`src/rtl/mtr_pkg.sv`:
```
// Shared types and defaults for the motor speed ramp controller.
// Latency: n/a (types, constants and a combinational clamp helper only).
// Backpressure: n/a.
package mtr_pkg;

    localparam int SPD_W           = 11;
    localparam int PERIOD_DEF      = 2048;
    localparam int STEP_DEF        = 16;
    localparam int BRK_STEP_DEF    = 64;
    localparam int SPD_LIM_DEF     = 1000;
    localparam int DWELL_TICKS_DEF = 4;

    typedef logic signed [SPD_W-1:0] spd_t;

    typedef enum logic [1:0] {
        IDLE  = 2'd0,
        RUN   = 2'd1,
        BRAKE = 2'd2
    } ramp_state_t;

    // Symmetric magnitude clamp of a raw target to +/-lim.
    function automatic spd_t spd_clamp(input spd_t v, input int lim);
        if (int'(v) > lim) begin
            return spd_t'(lim);
        end
        if (int'(v) < -lim) begin
            return spd_t'(-lim);
        end
        return v;
    endfunction

endpackage

```
`src/rtl/mtr_slew.sv`:
```
// Per-wheel clamp, rate limiter and zero-speed dwell on reversal.
// Latency: cur updates only on the clock edge of a tick cycle.
// Backpressure: none; target is a level sampled on the tick cycle.
module mtr_slew
    import mtr_pkg::*;
#(
    parameter int STEP        = STEP_DEF,
    parameter int BRK_STEP    = BRK_STEP_DEF,
    parameter int SPD_LIM     = SPD_LIM_DEF,
    parameter int DWELL_TICKS = DWELL_TICKS_DEF
) (
    input  logic        clk,
    input  logic        rst_n,
    input  logic        tick,
    input  ramp_state_t mode,
    input  spd_t        target,
    output spd_t        cur
);

    localparam int DW_W = $clog2(DWELL_TICKS + 1);

    // One extra bit so target - cur cannot overflow.
    typedef logic signed [SPD_W:0] wide_t;

    spd_t            cur_q, cur_d;
    logic [DW_W-1:0] dwell_q, dwell_d;
    spd_t            goal;
    wide_t           step, diff, ramp;

    // Next speed: step toward the goal, stop at 0 on a sign change, hold 0 while dwelling.
    always_comb begin
        goal = (mode == BRAKE) ? spd_t'(0) : spd_clamp(target, SPD_LIM);
        step = (mode == BRAKE) ? wide_t'(BRK_STEP) : wide_t'(STEP);
        diff = wide_t'(goal) - wide_t'(cur_q);
        if (diff <= step && diff >= -step) begin
            ramp = wide_t'(goal);
        end else if (diff > 0) begin
            ramp = wide_t'(cur_q) + step;
        end else begin
            ramp = wide_t'(cur_q) - step;
        end

        cur_d   = cur_q;
        dwell_d = dwell_q;
        if (tick) begin
            if (dwell_q != '0) begin
                dwell_d = dwell_q - DW_W'(1);
            end else if (mode != IDLE) begin
                if ((cur_q > 0 && ramp < 0) || (cur_q < 0 && ramp > 0)) begin
                    cur_d = '0;
                end else begin
                    cur_d = spd_t'(ramp);
                end
                if (cur_q != '0 && cur_d == '0) begin
                    dwell_d = DW_W'(DWELL_TICKS);
                end
            end
        end
    end

    // Speed and dwell registers; reset drops straight to 0 with no braking.
    always_ff @(posedge clk or negedge rst_n) begin
        if (!rst_n) begin
            cur_q   <= '0;
            dwell_q <= '0;
        end else begin
            cur_q   <= cur_d;
            dwell_q <= dwell_d;
        end
    end

    assign cur = cur_q;

endmodule

```
`src/rtl/mtr_ramp_ctrl.sv`:
```
// Speed sequencer: rate-limited, clamped wheel speeds with reversal dwell and brake-to-stop.
// Latency: a target change reaches the outputs at the next tick edge (1..PERIOD cycles).
// Backpressure: none; all inputs are levels, outputs are registered.
module mtr_ramp_ctrl
    import mtr_pkg::*;
#(
    parameter int PERIOD      = PERIOD_DEF,
    parameter int STEP        = STEP_DEF,
    parameter int BRK_STEP    = BRK_STEP_DEF,
    parameter int SPD_LIM     = SPD_LIM_DEF,
    parameter int DWELL_TICKS = DWELL_TICKS_DEF
) (
    input  logic                    clk,
    input  logic                    rst_n,
    input  logic                    mtr_en,
    input  logic                    estop,
    input  logic signed [SPD_W-1:0] tgt_lft,
    input  logic signed [SPD_W-1:0] tgt_rght,
    output logic signed [SPD_W-1:0] lft_spd,
    output logic signed [SPD_W-1:0] rght_spd,
    output logic                    at_target,
    output logic                    stopped,
    output logic                    estop_lat
);

    localparam int CNT_W = $clog2(PERIOD);

    logic [CNT_W-1:0] cnt_q;
    logic             tick;
    ramp_state_t      state_q, state_d;
    logic             at_target_q, stopped_q, estop_lat_q;
    logic             at_target_d;

    assign tick = (cnt_q == CNT_W'(PERIOD - 1));

    // Next state; the slew units see this value so a tick in a transition cycle uses the new rules.
    always_comb begin
        state_d = state_q;
        unique case (state_q)
            IDLE:    if (mtr_en && !estop && !estop_lat_q) state_d = RUN;
            RUN:     if (!mtr_en || estop) state_d = BRAKE;
            BRAKE:   if (tick && lft_spd == '0 && rght_spd == '0) state_d = IDLE;
            default: state_d = IDLE;
        endcase
        at_target_d = (state_d == RUN)
                   && (lft_spd == spd_clamp(tgt_lft, SPD_LIM))
                   && (rght_spd == spd_clamp(tgt_rght, SPD_LIM));
    end

    // Tick counter, state, e-stop latch and registered status flags.
    always_ff @(posedge clk or negedge rst_n) begin
        if (!rst_n) begin
            cnt_q       <= '0;
            state_q     <= IDLE;
            at_target_q <= 1'b0;
            stopped_q   <= 1'b1;
            estop_lat_q <= 1'b0;
        end else begin
            cnt_q       <= tick ? '0 : cnt_q + CNT_W'(1);
            state_q     <= state_d;
            at_target_q <= at_target_d;
            stopped_q   <= (state_d == IDLE);
            // Clearing needs IDLE with enable low, forcing a deliberate re-enable.
            if (estop) begin
                estop_lat_q <= 1'b1;
            end else if (state_q == IDLE && !mtr_en) begin
                estop_lat_q <= 1'b0;
            end
        end
    end

    mtr_slew #(
        .STEP        (STEP),
        .BRK_STEP    (BRK_STEP),
        .SPD_LIM     (SPD_LIM),
        .DWELL_TICKS (DWELL_TICKS)
    ) u_slew_lft (
        .clk    (clk),
        .rst_n  (rst_n),
        .tick   (tick),
        .mode   (state_d),
        .target (tgt_lft),
        .cur    (lft_spd)
    );

    mtr_slew #(
        .STEP        (STEP),
        .BRK_STEP    (BRK_STEP),
        .SPD_LIM     (SPD_LIM),
        .DWELL_TICKS (DWELL_TICKS)
    ) u_slew_rght (
        .clk    (clk),
        .rst_n  (rst_n),
        .tick   (tick),
        .mode   (state_d),
        .target (tgt_rght),
        .cur    (rght_spd)
    );

    assign at_target = at_target_q;
    assign stopped   = stopped_q;
    assign estop_lat = estop_lat_q;

endmodule

```
`config.mk`:
```
export PLATFORM = sky130hd
export DESIGN_NAME = mtr_ramp_ctrl
export DESIGN_NICKNAME = d
export VERILOG_FILES = /design/src/rtl/mtr_pkg.sv /design/src/rtl/mtr_slew.sv /design/src/rtl/mtr_ramp_ctrl.sv
export SDC_FILE = /design/constraint.sdc
export NUM_CORES = 1
export LEC_CHECK = 0
export ABC_AREA = 1
export ABC_CLOCK_PERIOD_IN_PS = 7880
export CAP_MARGIN = 0
export CORE_MARGIN = 3
export CORE_UTILIZATION = 40
export CTS_CLUSTER_DIAMETER = 30
export DETAILED_ROUTE_END_ITERATION = 7
export MAX_ROUTING_LAYER = met4
export SLEW_MARGIN = 25
export SYNTH_ARGS = -nofsm -noshare
export SYNTH_HDL_FRONTEND = slang
export SYNTH_HIERARCHICAL = 1
export SYNTH_SLANG_ARGS = --single-unit
```
`constraint.sdc`:
```
create_clock -name clk -period 7.88 [get_ports clk]
set_input_delay 1.97 -clock clk [delete_from_list [all_inputs] [get_ports clk]]
set_output_delay 1.97 -clock clk [all_outputs]
set_load 0.005 [all_outputs]
```
Word level (Yosys, flattened, before mapping) --
Index checks and enable logic that the tools add are counted.
Storage, ports and cells: bits in registers 44, bits of input ports 26, output and inout bits 25, logic and storage cells 129
Operators by class: add/sub/neg operators 10, $lt $le $gt $ge 18, eq/ne operators 7, multiplexer cells 42, bitwise operators 2, reductions and logical operators 41
Operators with widths (number):
- 11-bit 2-to-1 mux | 19
- 12-bit by 1-bit > comparator with 1-bit output (second input constant) | 4
- 12-bit 2-to-1 mux | 4
- 11-bit zero test | 4
- 11-bit by 8-bit adder with 12-bit output | 2
- 12-bit greater-or-equal comparator | 2
- 12-bit by 8-bit <= comparator with 1-bit output | 2
- 12-bit by 1-bit < comparator with 1-bit output (second input constant) | 2
- 11-bit by 11-bit subtractor with 12-bit output | 2
- 11-bit by 8-bit subtractor with 12-bit output | 2
- 11-bit equality test | 2
- 11-bit by 1-bit > comparator with 1-bit output (second input constant) | 2
- 11-bit > comparator (second input constant) | 2
- 11-bit by 1-bit < comparator with 1-bit output (second input constant) | 2
- 11-bit < comparator (second input constant) | 2
- 11-bit nonzero test | 2
- 3-bit 2-to-1 mux | 6
- 1-bit logical AND | 15
- 12-bit negator | 1
- 3-bit AND reduction | 4
- 2-bit nonzero test | 6
- 11-bit by 1-bit adder with 11-bit output (second input constant) | 1
- 11-bit equality test (second input constant) | 1
- 1-bit 2-to-1 mux | 8
- 11 further kinds | 23

Logic depth before layout (Yosys ltp) --
Gate-level depths: netlist (run 1).
depth after elaboration 23, depth in mapped cells 56, mapped depth without buffers 56

By module --
The synthesis (run 1) kept the hierarchy.
Modules (own cells, without submodules):
- mtr_slew at u_slew_rght | instances 1, cells each 411, area each 2393.5 µm², seq. area each 350.3 µm²
- mtr_slew at u_slew_lft | instances 1, cells each 387, area each 2293.4 µm², seq. area each 350.3 µm²
- mtr_ramp_ctrl | instances 1, cells each 269, area each 1587.8 µm², seq. area each 401.6 µm²

Least setup slack after synthesis (run 1) --
No wires, ideal clock.
kind input to register, start input estop, end register u_slew_lft.dwell_q[2], library setup time 0.116 ns, arrival 6.760 ns, setup slack 1.004 ns, cell stages on the path 40, cell sequence inv_1 nand2_1 a211oi_1 nor2_1 inv_1 nand2_1 inv_1 nand3_1 ha_1 fa_1 inv_1 nand2_1 nand2_1 and2_1 xor2_1 inv_1 nand2_1 nor4_1 (+4 left out) nand2_1 nand2_1 nand2_1 nand2_1 nand2_1 a21oi_1 xor2_1 nand2_1 o21ai_0 nand2_1 nor2_2 nand2_2 a21oi_4 o31ai_1 nand2_1 nand2_2 nand3_1 nand2_1
Between the ends: word-level cells in the longest chain between the ends 22, elaborated cells between the ends (all ways) 35, those cells by class add/sub: 4; order compare: 5; eq/ne: 1; mux: 11; reduce/logical: 14
Ends and longest elaborated chain:
- start: declaration | line mtr_ramp_ctrl.sv:16 | input logic estop,
- 1-bit zero test | line mtr_ramp_ctrl.sv:40 | IDLE: if (mtr_en && !estop && !estop_lat_q) state_d = RUN;
- 1-bit logical AND (2 in series) | line mtr_ramp_ctrl.sv:40
- 2-bit 2-to-1 mux | line mtr_ramp_ctrl.sv:40
- 2-bit case mux with 3 select lines (*) | line mtr_ramp_ctrl.sv:39 | unique case (state_q)
- named net state_d[0] | line mtr_ramp_ctrl.sv:30 | ramp_state_t state_q, state_d;
- 2-bit equality test | line mtr_slew.sv:32, mtr_slew.sv:33
- 11-bit 2-to-1 mux / 7-bit 2-to-1 mux (equally long branches) | line mtr_slew.sv:32, mtr_slew.sv:33
- 11-bit by 11-bit subtractor with 12-bit output / 12-bit negator (equally long branches) | line mtr_slew.sv:34, mtr_slew.sv:35
- (+6 left out)
- 11-bit 2-to-1 mux | line mtr_slew.sv:49 | if ((cur_q > 0 && ramp < 0) || (cur_q < 0 && ramp > 0)) begin
- 11-bit 2-to-1 mux | line mtr_slew.sv:48 | end else if (mode != IDLE) begin
- 11-bit 2-to-1 mux | line mtr_slew.sv:46 | if (dwell_q != '0) begin
- 11-bit 2-to-1 mux | line mtr_slew.sv:45 | if (tick) begin
- 11-bit zero test | line mtr_slew.sv:54 | if (cur_q != '0 && cur_d == '0) begin
- 1-bit logical AND | line mtr_slew.sv:54
- 2-bit nonzero test (no line)
- 3-bit AND reduction (no line) (*)
- end signal: assignment | line mtr_slew.sv:68 | dwell_q <= dwell_d;
- end: declaration | line mtr_slew.sv:26 | logic [DW_W-1:0] dwell_q, dwell_d;
Mark *: on every way through the listed nets, which the timed path passes. The rest lies on a longest branch. The select of a mux whose other input is x is not followed. A chain may end at the register's enable or synchronous reset.

Worst setup path in the final report (run 1) --
start input tgt_lft[3], end register u_slew_lft.cur_q[9], in the netlist u_slew_lft/cur[9]
Between the ends: word-level cells in the longest chain between the ends 17, elaborated cells between the ends (all ways) 25, those cells by class add/sub: 1; order compare: 7; mux: 13; reduce/logical: 4
Ends and longest elaborated chain:
- start: declaration | line mtr_ramp_ctrl.sv:17 | input logic signed [SPD_W-1:0] tgt_lft,
- 11-bit < comparator | line mtr_pkg.sv:26 | if (int'(v) < -lim) begin
- 1-bit 2-to-1 mux (2 in series) | line mtr_pkg.sv:26
- 11-bit 2-to-1 mux | line mtr_pkg.sv:29 | return v;
- 11-bit 2-to-1 mux (*) | line mtr_pkg.sv:26
- 11-bit 2-to-1 mux (*) | line mtr_slew.sv:32 | goal = (mode == BRAKE) ? spd_t'(0) : spd_clamp(target, SPD_LIM);
- 11-bit by 11-bit subtractor with 12-bit output | line mtr_slew.sv:34 | diff = wide_t'(goal) - wide_t'(cur_q);
- 12-bit by 1-bit > comparator with 1-bit output (tied with other cells) | line mtr_slew.sv:37 | end else if (diff > 0) begin
- 12-bit 2-to-1 mux / 1-bit logical AND (equally long branches) | line mtr_slew.sv:37, mtr_slew.sv:35
- 12-bit 2-to-1 mux (*) | line mtr_slew.sv:35 | if (diff <= step && diff >= -step) begin
- 12-bit by 1-bit < comparator with 1-bit output / 12-bit by 1-bit > comparator with 1-bit output (equally long branches) | line mtr_slew.sv:49
- 1-bit logical AND | line mtr_slew.sv:49
- 1-bit logical OR | line mtr_slew.sv:49
- 11-bit 2-to-1 mux (*) | line mtr_slew.sv:49
- 11-bit 2-to-1 mux (*) | line mtr_slew.sv:48
- 11-bit 2-to-1 mux (*) | line mtr_slew.sv:46
- 11-bit 2-to-1 mux (*) | line mtr_slew.sv:45
- end signal: assignment | line mtr_slew.sv:67 | cur_q <= cur_d;
- end: declaration | line mtr_slew.sv:25 | spd_t cur_q, cur_d;
Mark *: on every way between the ends. The rest lies on a longest branch, timed or not. The select of a mux whose other input is x is not followed.

==> results of run 1 <==
==> metal layers <==
| layer | vias to the layer above | global-route usage [%] |
|---|---|---|
| met4 | 0 | 3.267 |
| met1 | 3105 | 33.81 |
| met3 | 14 | 1.723 |
| met5 | - | - |
| li1 | 3526 | - |
| met2 | 207 | 32.20 |
==> worst max path at each step <==
| stage | start | endpoint | slack [ps] | cells past startpoint |
|---|---|---|---|---|
| after floorplan | estop | u_slew_lft/dwell_q[2] | 1000 | 40 |
| after global placement | tgt_rght[3] | u_slew_rght/dwell_q[0] | 170 | 39 |
| after detailed placement | tgt_lft[6] | u_slew_lft/dwell_q[0] | 170 | 40 |
| after CTS | tgt_lft[6] | u_slew_lft/dwell_q[0] | 430 | 40 |
| after global routing | tgt_lft[4] | u_slew_lft/dwell_q[2] | -9 | 40 |
| final | tgt_lft[3] | u_slew_lft/cur[9] | 460 | 36 |
==> cell usage after synthesis, drive strengths merged (2+ instances only) <==
master,count
nand2,371
inv,197
nand3,119
nor2,94
ha,53
dfrtp,43
a21oi,38
o21ai,36
nand4,18
nor3,16
xor2,15
o22ai,12
buf,8
nand3b,7
nor4,7
a31oi,5
and2,5
o41ai,4
clkbuf,3
a211o,2
clkinv,2
fa,2
o31ai,2
or2,2
==> layout by cell type, fill, tap and decap left out, drive strengths merged, types with 18 or more instances in the layout <==
cell type        n
nand2          371
inv            197
nand3          119
nor2            94
ha              53
clkdlybuf4s50   48
dfrtp           43
a21oi           38
o21ai           36
buf             22
nand4           18
==> power groups by stage <==
stage / Sequential [uW] / Clock [uW] / Combinational [uW]
4_1_cts: 260 / 211 / 1330
2_1_floorplan: 257 / 0 / 1020
5_1_grt: 263 / 222 / 1570
3_3_place_gp: 265 / 0 / 1330
6_report: 261 / 207 / 1380
3_5_place_dp: 264 / 0 / 1320
==> stage by stage <==
stage | setup WS (ps) | instance area [sq um] | TNS (ps) | utilization (%) | instances
CTS | 427.2 | 7219 | 0 | 47.31 | 1341
finish | 456.7 | 7332 | 0 | 48.05 | 1347
floorplan | 1004 | 6275 | 0 | - | 1067
detailed placement | 166.0 | 7073 | 0 | 46.36 | 1333
global route | -8.625 | 7332 | -8.625 | 48.05 | 1347
global placement | 174.8 | 7073 | 0 | 46.36 | 1333
==> sequential cells by signal, summed over array words and instances, names as in the netlist <==
| register | flops |
|---|---|
| u_slew_rght/cur | 11 |
| u_slew_rght/dwell_q | 3 |
| state_q | 2 |
| u_slew_lft/dwell_q | 3 |
| stopped | 1 |
| estop_lat | 1 |
| at_target | 1 |
| u_slew_lft/cur | 11 |
| cnt_q | 11 |
==> worst max-delay path, delay by kind of cell <==
kind / cells / cell delay [ps]
simple gates: 18 / 2020
fa+ha+maj: 4 / 1180
buf+inv: 5 / 970
xor+xnor: 1 / 200
compound gates: 8 / 1300
==> cell families (layout without fill, tap and decap cells) <==
logic type / Yosys count / count (layout) / share of synthesized area (%)
buffers and inverters: 210 / 279 / 13.24
AOI/OAI and AO/OA: 103 / 103 / 9.731
adders and majority gates: 55 / 55 / 11.21
xor gates and xnor gates: 16 / 16 / 2.233
DFF: 44 / 44 / 17.57
and+or+nand+nor: 639 / 639 / 46.02
==> area by class of cell <==
cell class / instances / area [sq um]
fill: 1654 / 7926
multi-input combinational: 813 / 4403
sequential: 44 / 1102
inverter: 199 / 753.2
timing repair buffer: 71 / 658.1
tap: 211 / 264.0
clock buffer: 8 / 146.4
timing repair inverter: 1 / 5.005
==> repair_timing <==
item / 4_1_cts / 5_1_grt
gates resized for setup: 0 / 14
setup buffers: 0 / 5
endpoints found under the setup margin: 0 / 19
==> qor.yml, run 1 <==
timing:
  max_freq_mhz: 134.7
  holdWs_ps: 504.7
  tightest_slew_ps: 1001
  hold_viol_final: 0
  min_period_ps: 7423
  clock-skew-final_ps: 5.176
  drv_slew: 0
  maxSlewHeadroom_pct: 33.04
  setup_viol: 0
  period_share_pct: 94.20
routing:
  met1_length_mm: 9.782
  first_pass_iters: 5
  wl_per_cell_microns: 14.20
  met3_wirelength_mm: 1.206
  routed_wirelength_mm: 19.13
  ant_nets: 0
  drtIter0Drc: 686
  via_per_inst: 5.087
  num_vias: 6852
  wl_met2_mm: 7.988
  route.detailed.drc: 0
  dr.max_layer_used: "met4"
clock_network:
  clock_path_buffers: 2
  cts_buffers: 5
  cts-root-buf: "clkbuf_16"
  cts_hold_buf: 0
  path_clk_slew_ps: 60
  clock-sinks: 44
  cts_tree: "yes"
  htree_levels: 2
  clock_latency_ps: 280
critical_path:
  cp_slowest_stage_delay_ps: 430
  startpoint_type: "primary input"
  timing.rr.end: "u_slew_lft/cur[9]"
  endpoint_kind: "flop"
  r2r_start: "cnt_q[0]"
  cp_common_cell: "nand2_1"
  worstPathArrival_ps: 7610
  required_ps: 8070
  r2r.worst_path.cells: 45
  worstSetupPathType: "primary input to flop"
  cpMaxStageDelayCell: "clkdlybuf4s50_1"
  cp_max_fo: 5
  r2r_slack_ps: 1310
placed_design:
  place.gp.congestion: 0.9498
  io_buffers: 50
  hpwl_mm: 15.57
min_path:
  hold_depth: 2
  hp-class: "flop to flop"
  min_to: "u_slew_rght/dwell_q[2]"
  hold_start: "u_slew_rght/dwell_q[2]"
global_route:
  grtUsageTotal_pct: 22.02
  grt_pass1_wl_mm: 30.94
  antenna_found_initial: 0
  grt_max_degree: 45
  grt_pass1_vias: 6115
  overflow: 0
floorplan:
  die_h_microns: 131.2
  rows: 45
  start_util_pct: 41.12
  coreArea_sq_um: 15260
  dieArea_sq_um: 17230
  io_pins: 51
  die_w_microns: 131.2
synth:
  synth_area_sq_um: 6275
  async_flop_share_pct: 100.0
  ys_warn_count: 6
  syn_inst: 1067
  synth_edf_count: 0
  synth-main-ff-cell: "dfrtp_1"
  syn_area_per_cell_sq_um: 5.881
  yosysSeqAreaShare_pct: 17.57
  ys_types: 47
  yosys-top-cells-area: "nand2_1 20%, dfrtp_1 17%, inv_1 11%"
  synth_top_area_cell: "nand2_1"
  yosysTopAreaCellShare_pct: 20.22
  synth-seq-cells: 44
  syn-num-nets: 1148
power_and_ir_drop:
  switching_share_pct: 52.30
  p_comb_share_pct: 74.7
  leakage_uw: 0.004081
  p_int_uw: 883.6
  p_clk_share_pct: 11.2
  peakVddDrop_uv: 88.54
  p_seq_share_pct: 14.1
  power_uw: 1853
  netSwitchingPower_uw: 969.0
  p_per_area_nw_per_um2: 252.7
finish:
  num_antenna_cells: 0
  drive_above_1_share_pct: 10.04
  syn2layout_area_growth_pct: 16.85
  nNetsFinal: 1216
status:
  status: "finished, final reports clean"
job:
  drv_cap: 0
Note: power is estimated with default switching activity, not from simulation.
==> run 2, diff against run 1 <==
CORE_ASPECT_RATIO = 0.5   (was not set)
GPL_TIMING_DRIVEN = 0   (was not set)
==> qor.yml, run 2 (synthesis gave the netlist of run 1 again) <==
critical_path:
  cp.buffers_inverters: 5
  cpMaxStageDelayCell: "clkdlybuf4s50_1"
  endpoint_kind: "flop"
  worstPathArrival_ps: 7700
  cp_top_family: "simple AND/OR/NAND/NOR gates"
  required_ps: 8100
  worstSetupPathType: "primary input to flop"
  cp_max_fo: 6
  cp_common_cell: "nand2_1"
  cp_slowest_stage_delay_ps: 460
  startpoint_type: "primary input"
clock_network:
  cts_hold_buf: 0
  cts_buffers: 5
  cts-root-buf: "clkbuf_16"
  clock-sinks: 44
  htree_levels: 2
  clock_path_buffers: 2
  clock_latency_ps: 280
  path_clk_slew_ps: 60
  cts_tree: "yes"
status:
  status: "finished, final reports clean"
timing:
  drv_slew: 0
  holdWs_ps: 499.2
  clock-skew-final_ps: 4.492
  setup_viol: 0
  period_share_pct: 94.95
  min_period_ps: 7482
  hold_viol_final: 0
  maxSlewHeadroom_pct: 63.65
  setup_tns_ps: 0
  tightest_slew_ps: 543.2
  max_freq_mhz: 133.7
placed_design:
  hpwl_mm: 15.21
  io_buffers: 50
  place.gp.congestion: 0.9458
  placed_cell_area_sq_um: 7038
routing:
  wl_per_cell_microns: 14.12
  ant_nets: 0
  num_vias: 6816
  route.detailed.drc: 0
  first_pass_iters: 5
  drtIter0Drc: 437
  routed_wirelength_mm: 18.83
  via_per_inst: 5.113
finish:
  nNetsFinal: 1215
  num_antenna_cells: 0
  syn2layout_area_growth_pct: 18.01
  drive_above_1_share_pct: 11.01
  design_area_sq_um: 7405
  final_common_cell: "nand2_1"
  layout_common_cells: "335 x nand2_1, 186 x inv_1, 109 x nand3_1"
global_route:
  grt_pass1_vias: 6397
  grt_pass1_wl_mm: 31.23
  grt_max_degree: 28
  overflow: 0
  grtUsageTotal_pct: 22.56
  antenna_found_initial: 0
floorplan:
  dieArea_sq_um: 17320
  start_util_pct: 42.13
  die_h_microns: 94.57
  coreArea_sq_um: 14890
  die_w_microns: 183.1
  io_pins: 51
  rows: 31
job:
  drv_cap: 0
power_and_ir_drop:
  p_per_area_nw_per_um2: 257.8
  peakVddDrop_uv: 124.0
  leakage_uw: 0.004120
min_path:
  hp-class: "flop to flop"
-- run 2: area by class of cell --
| class | count | area (sq um) |
|---|---|---|
| Timing Repair Buffer | 59 | 588.1 |
| Clock buffer | 7 | 152.6 |
| Timing Repair inverter | 1 | 7.507 |
| Buffer | 11 | 82.58 |
| Multi-Input combinational cell | 813 | 4434 |
| Fill cell | 1574 | 7490 |
| Inverter | 199 | 759.5 |
| Sequential cell | 44 | 1102 |
| Clock inverter | 1 | 30.03 |
| Tap cell | 198 | 247.7 |
-- run 2: where the power goes --
part	leakage, uW	internal (uW)	switching (uW)
Combinational	0.00352	518	877
Clock	0.0000901	167	82.3
Sequential	0.000515	240	23.6
-- run 2: worst paths after layout --
path                            slack, ps  cells past startpoint              startpoint                     end
worst max-delay path                  400                     40              tgt_lft[4]   u_slew_lft/dwell_q[1]
worst min-delay path                  500                      2  u_slew_rght/dwell_q[2]  u_slew_rght/dwell_q[2]
worst max register to register       1390                     49                cnt_q[0]   u_slew_lft/dwell_q[1]
worst min register to register        500                      2  u_slew_rght/dwell_q[2]  u_slew_rght/dwell_q[2]
max in group asynchronous            5700                      2                   rst_n                 stopped
min in group asynchronous            1620                      1                   rst_n      u_slew_rght/cur[2]
-- run 2: per-layer routing --
metal  global-route usage, %  vias up  routed length [microns]
met1                   29.42     3116                     8953
met2                   38.85      144                     8787
li1                        -     3525                        -
met5                       -        -                        0
met3                   2.424       31                      790
met4                   3.737        0                      293
-- run 2: metrics by stage --
step / utilization (%) / total power [uW] / std cells / setup slack [ps]
6_report: 49.71 / 1909 / 1333 / 398.3
2_1_floorplan: - / 1278 / 1067 / 1004
3_3_place_gp: 47.15 / 1561 / 1315 / -630.1
5_1_grt: 49.71 / 2119 / 1333 / -24.42
3_5_place_dp: 47.25 / 1576 / 1316 / -711.0
4_1_cts: 48.56 / 1841 / 1324 / 53.21
-- run 2: what timing repair did --
action,4_1_cts,5_1_grt
pin swaps,0,7
buffers inserted,0,8
setup endpoints to repair,14,26
cloned,0,1
endpoints found under the hold margin,0,0
resized for setup,3,33
-- run 2: worst min-delay path, delay by kind of cell (launching register included) --
family,cells,cell delay (ps)
and+or+nand+nor,2,110
DFF,1,360
==> run 3, diff against run 2 <==
CORE_MARGIN = 10   (was 3)
==> qor.yml, run 3 (synthesis gave the netlist of run 1 again) <==
placed_design:
  io_buffers: 50
  place_inst: 1322
  place.gp.congestion: 0.9491
  place_ws_ps: -937.9
  hpwl_mm: 15.28
global_route:
  overflow: 0
  grtUsageTotal_pct: 17.58
  antenna_found_initial: 0
  grt_pass1_vias: 6190
  grt_max_degree: 25
  grt_pass1_wl_mm: 30.54
clock_network:
  cts_buffers: 5
  clock-sinks: 44
  cts_tree: "yes"
  cts-root-buf: "clkbuf_16"
  htree_levels: 2
  path_clk_slew_ps: 60
  clock_latency_ps: 280
  clock_path_buffers: 2
critical_path:
  required_ps: 8100
  worstPathArrival_ps: 7560
  cp_slowest_stage_delay_ps: 480
  startpoint_type: "primary input"
  worstSetupPathType: "primary input to flop"
  cpMaxStageDelayCell: "clkdlybuf4s50_1"
  cp_common_cell: "nand2_1"
  cp_max_fo: 9
  endpoint_kind: "flop"
  r2r_slack_ps: 1530
timing:
  drv_slew: 0
  max_freq_mhz: 136.1
  holdWs_ps: 495.7
  maxSlewHeadroom_pct: 63.93
  period_share_pct: 93.21
  fin_ws_ps: 534.7
  clock-skew-final_ps: 4.433
  setup_viol: 0
  hold_viol_final: 0
  min_period_ps: 7345
  tightest_slew_ps: 536.2
power_and_ir_drop:
  p_seq_share_pct: 14.1
  peakVddDrop_uv: 179.4
  p_clk_share_pct: 11.0
  p_comb_share_pct: 74.9
  leakage_uw: 0.004127
  p_per_area_nw_per_um2: 252.5
  switching_share_pct: 52.26
  netSwitchingPower_uw: 976.5
  p_int_uw: 892.2
finish:
  final_cell_count_no_fill: 1340
  syn2layout_area_growth_pct: 17.93
  layout_common_cells: "337 x nand2_1, 188 x inv_1, 109 x nand3_1"
  final_common_cell: "nand2_1"
  nNetsFinal: 1216
  num_antenna_cells: 0
  drive_above_1_share_pct: 10.65
floorplan:
  die_h_microns: 108.6
  io_pins: 51
  coreArea_sq_um: 15370
  start_util_pct: 40.81
  die_w_microns: 197.1
  dieArea_sq_um: 21400
  rows: 32
min_path:
  hp-class: "flop to flop"
routing:
  wl_per_cell_microns: 14.07
  first_pass_iters: 5
  route.detailed.drc: 0
  drtIter0Drc: 380
  via_per_inst: 5.060
  ant_nets: 0
  num_vias: 6780
  routed_wirelength_mm: 18.85
status:
  status: "finished, final reports clean"
job:
  drv_cap: 0
## run 3: path summary, 6_finish.rpt
path | to | startpoint | cells past startpoint
setup / recovery | u_slew_rght/dwell_q[0] | tgt_rght[3] | 40
hold / removal | u_slew_rght/dwell_q[2] | u_slew_rght/dwell_q[2] | 2
setup reg to reg | u_slew_lft/cur[9] | cnt_q[0] | 46
hold reg to reg | u_slew_rght/dwell_q[2] | u_slew_rght/dwell_q[2] | 2
max in group asynchronous | stopped | rst_n | 2
min in group asynchronous | u_slew_rght/cur[7] | rst_n | 1
## run 3: stage by stage
stage	setup TNS [ps]	total power (uW)	utilization [%]	instance area, sq um
CTS	0	1794	46.98	7223
floorplan	0	1278	-	6275
detailed placement	-16130	1574	45.87	7053
global route	-2.097	2071	48.13	7400
finish	0	1869	48.13	7400
global placement	-14620	1563	45.73	7030
## run 3: layer usage
metal | track usage, % | share of wire, % | routed length (microns)
met3 | 1.364 | 3.2 | 610
met2 | 30.20 | 48 | 9018
met1 | 22.70 | 48 | 9065
met4 | 2.508 | 0.84 | 159
met5 | - | 0 | 0
## run 3: power by group through the flow
| stage | combinational, uW | clock [uW] | sequential, uW |
|---|---|---|---|
| 2_1_floorplan | 1020 | 0 | 257 |
| 3_3_place_gp | 1300 | 0 | 266 |
| 3_5_place_dp | 1310 | 0 | 266 |
| 4_1_cts | 1320 | 210 | 264 |
| 5_1_grt | 1580 | 221 | 266 |
| 6_report | 1400 | 205 | 264 |
## run 3: critical path: cells and delay by family
family                     cells  cell delay (ps)
buffers and inverters          4              860
AOI/OAI and AO/OA              8             1230
and+or+nand+nor               24             2220
adders and majority gates      4             1240
## run 3: repair_timing
item	in CTS	in global routing
endpoints found under the setup margin	25	28
pin swaps	0	8
gates cloned	0	1
gates resized for setup	4	32
buffers inserted	0	9
hold buffers	0	0
## run 3: layout make-up
cell class	count	area, sq um
multi-input cells	813	4437
flip-flops and latches	44	1102
clock buffers	7	142.6
repair buffers	60	605.6
fillers	1631	7975
well taps	204	255.2
inverters	199	759.5
plain buffers	11	82.58
clock inverters	1	7.507
repair inverters	1	7.507
